### src/rtl/counter_mod.sv
// rtl/counter_mod.sv - parametrised modulo counter with prescaler, wrap/saturate modes and terminal pulse
module counter_mod #(
  parameter int          WIDTH     = 32,
  parameter int unsigned MAX_VALUE = 10000,
  parameter int          PRESCALE  = 1,
  parameter int          SATURATE  = 0
) (
  input  logic             clk,
  input  logic             rst_n,
  input  logic             clear,
  input  logic             en,
  input  logic             up,
  input  logic             load,
  input  logic [WIDTH-1:0] load_value,
  output logic [WIDTH-1:0] q,
  output logic             wrap,
  output logic             at_max,
  output logic             at_zero
);

  // Prescaler only needs to hold 0..PRESCALE-1; keep at least one bit so
  // PRESCALE=1 still has a legal (constant-zero) register.
  localparam int               PSC_W    = (PRESCALE > 1) ? $clog2(PRESCALE) : 1;
  localparam logic [WIDTH-1:0] MAX_Q    = WIDTH'(MAX_VALUE);
  localparam logic [WIDTH-1:0] ONE_Q    = WIDTH'(1);
  localparam logic [PSC_W-1:0] PSC_LAST = PSC_W'(PRESCALE - 1);
  localparam logic [PSC_W-1:0] PSC_ONE  = PSC_W'(1);
  localparam bit               SAT      = (SATURATE != 0);

  // Reject parameter sets that would let q leave its range or never step.
  if (WIDTH < 2 || WIDTH > 32) begin : g_bad_width
    $error("counter_mod: WIDTH must be within 2..32");
  end
  if (MAX_VALUE == 0 || 64'(MAX_VALUE) >= (64'd1 << WIDTH)) begin : g_bad_max
    $error("counter_mod: MAX_VALUE must satisfy 0 < MAX_VALUE < 2**WIDTH");
  end
  if (PRESCALE < 1 || PRESCALE > 65535) begin : g_bad_prescale
    $error("counter_mod: PRESCALE must be within 1..65535");
  end

  logic [PSC_W-1:0] psc;
  logic [PSC_W-1:0] psc_next;
  logic [WIDTH-1:0] q_next;
  logic             wrap_next;
  logic             step;

  // A count step happens on the enabled cycle that completes a prescale period.
  assign step = en && (psc == PSC_LAST);

  // Next-state selection with priority clear > load > step > hold; q is
  // compared against its limits before stepping so it never leaves 0..MAX_VALUE.
  always_comb begin
    q_next    = q;
    psc_next  = psc;
    wrap_next = 1'b0;
    if (clear) begin
      q_next   = '0;
      psc_next = '0;
    end else if (load) begin
      q_next   = (load_value > MAX_Q) ? MAX_Q : load_value;
      psc_next = '0;
    end else if (step) begin
      psc_next = '0;
      if (up) begin
        if (q != MAX_Q) begin
          q_next = q + ONE_Q;
        end else if (!SAT) begin
          q_next    = '0;
          wrap_next = 1'b1;
        end
      end else begin
        if (q != '0) begin
          q_next = q - ONE_Q;
        end else if (!SAT) begin
          q_next    = MAX_Q;
          wrap_next = 1'b1;
        end
      end
    end else if (en) begin
      psc_next = psc + PSC_ONE;
    end
  end

  // State registers; reset takes effect immediately, independent of clk.
  always_ff @(posedge clk or negedge rst_n) begin
    if (!rst_n) begin
      q    <= '0;
      psc  <= '0;
      wrap <= 1'b0;
    end else begin
      q    <= q_next;
      psc  <= psc_next;
      wrap <= wrap_next;
    end
  end

  assign at_max  = (q == MAX_Q);
  assign at_zero = (q == '0);

endmodule

### config.mk
export PLATFORM = sky130hd
export DESIGN_NAME = counter_mod
export DESIGN_NICKNAME = d
export VERILOG_FILES = /design/src/rtl/counter_mod.sv
export SDC_FILE = /design/constraint.sdc
export NUM_CORES = 1
export LEC_CHECK = 0
export ABC_AREA = 0
export BUFFER_PORTS_ARGS = -buffer_cell sky130_fd_sc_hd__buf_4
export CORE_AREA = 5 5 78 80
export CTS_BUF_LIST = sky130_fd_sc_hd__clkbuf_2 sky130_fd_sc_hd__clkbuf_4 sky130_fd_sc_hd__clkbuf_8
export DETAILED_ROUTE_END_ITERATION = 10
export DIE_AREA = 0 0 83 85
export PLACE_DENSITY = 0.87
export SLEW_MARGIN = 30
export SYNTH_ARGS = -nofsm -noshare
export SYNTH_HDL_FRONTEND = slang
export SYNTH_SLANG_ARGS = --single-unit
### constraint.sdc
create_clock -name clk -period 4.2 [get_ports clk]
set_clock_uncertainty 0.1 [all_clocks]
set_input_delay 0.42 -clock clk [delete_from_list [all_inputs] [get_ports clk]]
set_output_delay 0.42 -clock clk [all_outputs]
set_load 0.005 [all_outputs]
==> metrics.yaml <==
outcome:
  status: "completed"
critical_path:
  rrSetupSlack_ns: 1.02
  arrival_ns: 2.83
  cp_data_required_time_ns: 3.68
  critPathMaxFanout: 10
  endpoint_kind: "output port"
  start_kind: "register"
  setup.worst_path.class: "reg -> out"
timing:
  rsz0062_at_grt: "false"
  drv_slew: 0
  relSlewSlack_pct: 38.3
  hold_slack_ns: 0.193
  worst_pin_slew_ns: 0.917
  fin_crit_ns: 3.35
  setup-tns-final_ns: 0
  fin_crit_sh_pct: 79.7
  hold_viol_final: 0
  setup_viol: 0
  max_freq_mhz: 299
yosys:
  synth.distinct_cells: 71
  yosysSeqAreaShare_pct: 26.9
  yosys-top-cells-area: "dfrtp_1 27%, nand2_1 5.5%, nor2_1 3.9%"
  ys.flop_type: "dfrtp_1"
  avgSynthCellArea_um2: 7.80
  synthArstFlopShare_pct: 100
  synth_top_area_share_pct: 26.9
  yosysWarnings: 0
  synthCells: 405
  synth_top_area_cell: "dfrtp_1"
  synth-edff-count: 0
  ys_ff_latch: 34
  syn_nets: 446
  syn_area_um2: 3160
placement:
  dp_hpwl_um: 7650
  port-buffer-count: 72
  place_congestion: 0.951
pwr:
  clkPwrFrac_pct: 21.0
  power_frac_seq_pct: 36.5
  powerDensity_nw_per_um2: 341
  p_leak_nw: 1.55
  power.switching_uw: 542
  switching_share_pct: 42.4
  irDropWorstVdd_v: 0.000197
  power_frac_comb_pct: 42.5
  p_int_uw: 736
floorplan:
  initial_core_util_pct: 59.2
  ios: 73
  num_rows: 27
  core_um2: 5340
  fp.dieW_um: 83
  dieArea_um2: 7060
  die_h_um: 85
routing:
  drc: 0
  drt_iter0_drc: 663
  detail_route.wl_per_cell_um: 19.9
  routed_via_density: 7.01
  routed_wl_um: 10500
  antenna_left: 0
  route.vias.total: 3701
  firstDrtPassIters: 6
clocking:
  cts_resized: 0
  path_clk_slew_ns: 0.08
  numCtsBuffers: 5
  cts_htree_levels: 2
  insertion_delay_ns: 0.30
  clock-root-buffer: "clkbuf_8"
  cts_buffer_depth: 2
  cts_tree: "built"
  cts.sinks: 34
min_path:
  hold_class: "in -> reg"
final_layout:
  nets: 496
  area_delta_synth_final_pct: 18.7
  drive_above_1_share_pct: 23.2
  fillers: 461
  diodes: 0
global_route:
  grt_overflow: 0
  grt_max_degree: 35
  antenna_found_initial: 0
  grt_usage_pct: 29.4
  grt_pass1_wl_um: 17000
  grt_pass1_vias: 3364
flow_run:
  cap_violations: 0
## critical path, stage by stage, from the launching register on
cell and delay [ns]:
dfrtp_1 0.49, or4_4 0.60, or3_1 0.55, nor3_1 0.67
buf_4 0.23
## per-stage QoR
step | utilization (%) | total power [mW] | instance area [um2] | setup WS, ns | cells
2_1_floorplan | - | 0.825 | 3160 | 1.42 | 405
3_3_place_gp | 68.1 | 0.978 | 3640 | 1.16 | 519
3_5_place_dp | 68.1 | 0.996 | 3640 | 1.10 | 519
4_1_cts | 70.1 | 1.26 | 3740 | 0.930 | 528
5_1_grt | 70.2 | 1.35 | 3750 | 0.819 | 528
6_report | 70.2 | 1.28 | 3750 | 0.851 | 528
## cell families (layout without fill, tap and decap cells)
kind of cell | count (synthesis) | after routing | synth area share, %
multiplexers | 4 | 4 | 1.43
adder cells (fa/ha/maj) | 3 | 3 | 1.19
XOR/XNOR | 11 | 11 | 3.05
AO/OA/AOI/OAI | 115 | 115 | 28.6
buffers and inverters | 41 | 92 | 6.46
flip-flops | 34 | 34 | 26.9
AND/OR/NAND/NOR | 197 | 197 | 32.3
## cell usage in the layout, fill, tap and decap left out, drive strengths merged, types with 5 or more instances in the layout
master and instances:
a21oi 20, a31oi 6, and2 5, and3 9
buf 75, clkbuf 7, dfrtp 34, inv 8
nand2 48, nand3 23, nand4 11, nor2 34
nor3 22, nor3b 7, nor4 14, o21ai 13
o22ai 5, or3 6, xnor2 5, xor2 6
## state kept, by name, indices dropped and copies added, names as in the netlist
name  cells
psc       1
q        32
wrap      1
## layer usage
layer	global-route usage [%]	routed length (um)
met4	10.1	289
met3	5.15	1110
met5	0	0
met2	47.7	4870
met1	39.8	4210
## power groups by stage
stage          logic [mW]  registers (mW)  clock network [mW]
2_1_floorplan       0.393           0.432                   0
3_3_place_gp        0.514           0.464                   0
3_5_place_dp        0.528           0.467                   0
4_1_cts             0.532           0.461               0.267
5_1_grt             0.594           0.474               0.281
6_report            0.543           0.466               0.269
## Yosys cell counts, drive strengths merged (6+ instances only)
| master | number |
|---|---|
| a21oi | 20 |
| a31oi | 6 |
| and3 | 9 |
| buf | 9 |
| clkbuf | 24 |
| dfrtp | 34 |
| inv | 8 |
| nand2 | 48 |
| nand3 | 23 |
| nand4 | 11 |
| nor2 | 34 |
| nor3 | 22 |
| nor3b | 7 |
| nor4 | 14 |
| o21ai | 13 |
| or3 | 6 |
| xor2 | 6 |
## path summary, 6_finish.rpt
check / from / to / cells after the start
max in group asynchronous: rst_n / q[0] / 2
setup reg to reg: q[20] / q[22] / 6
min in group asynchronous: rst_n / q[10] / 2
hold / removal: en / psc / 2
hold reg to reg: psc / psc / 1
setup / recovery: q[20] / at_max / 4
## cell type report
type | count | area [um2] | share of cell area, %
clock buffers | 7 | 90.1 | 2.40
multi-input cells | 330 | 2110 | 56.3
clock inverters | 1 | 5.00 | 0.134
well taps | 72 | 90.1 | 2.40
inverters | 8 | 30.0 | 0.801
repair buffers | 76 | 573 | 15.3
flip-flops and latches | 34 | 851 | 22.7
## repair_timing
item | CTS | global route
setup buffers | 0 | 0
setup endpoints to repair | 0 | 0
endpoints found under the hold margin | 34 | 0
hold buffers | 1 | 0
Power figures use the tool's default switching activity.
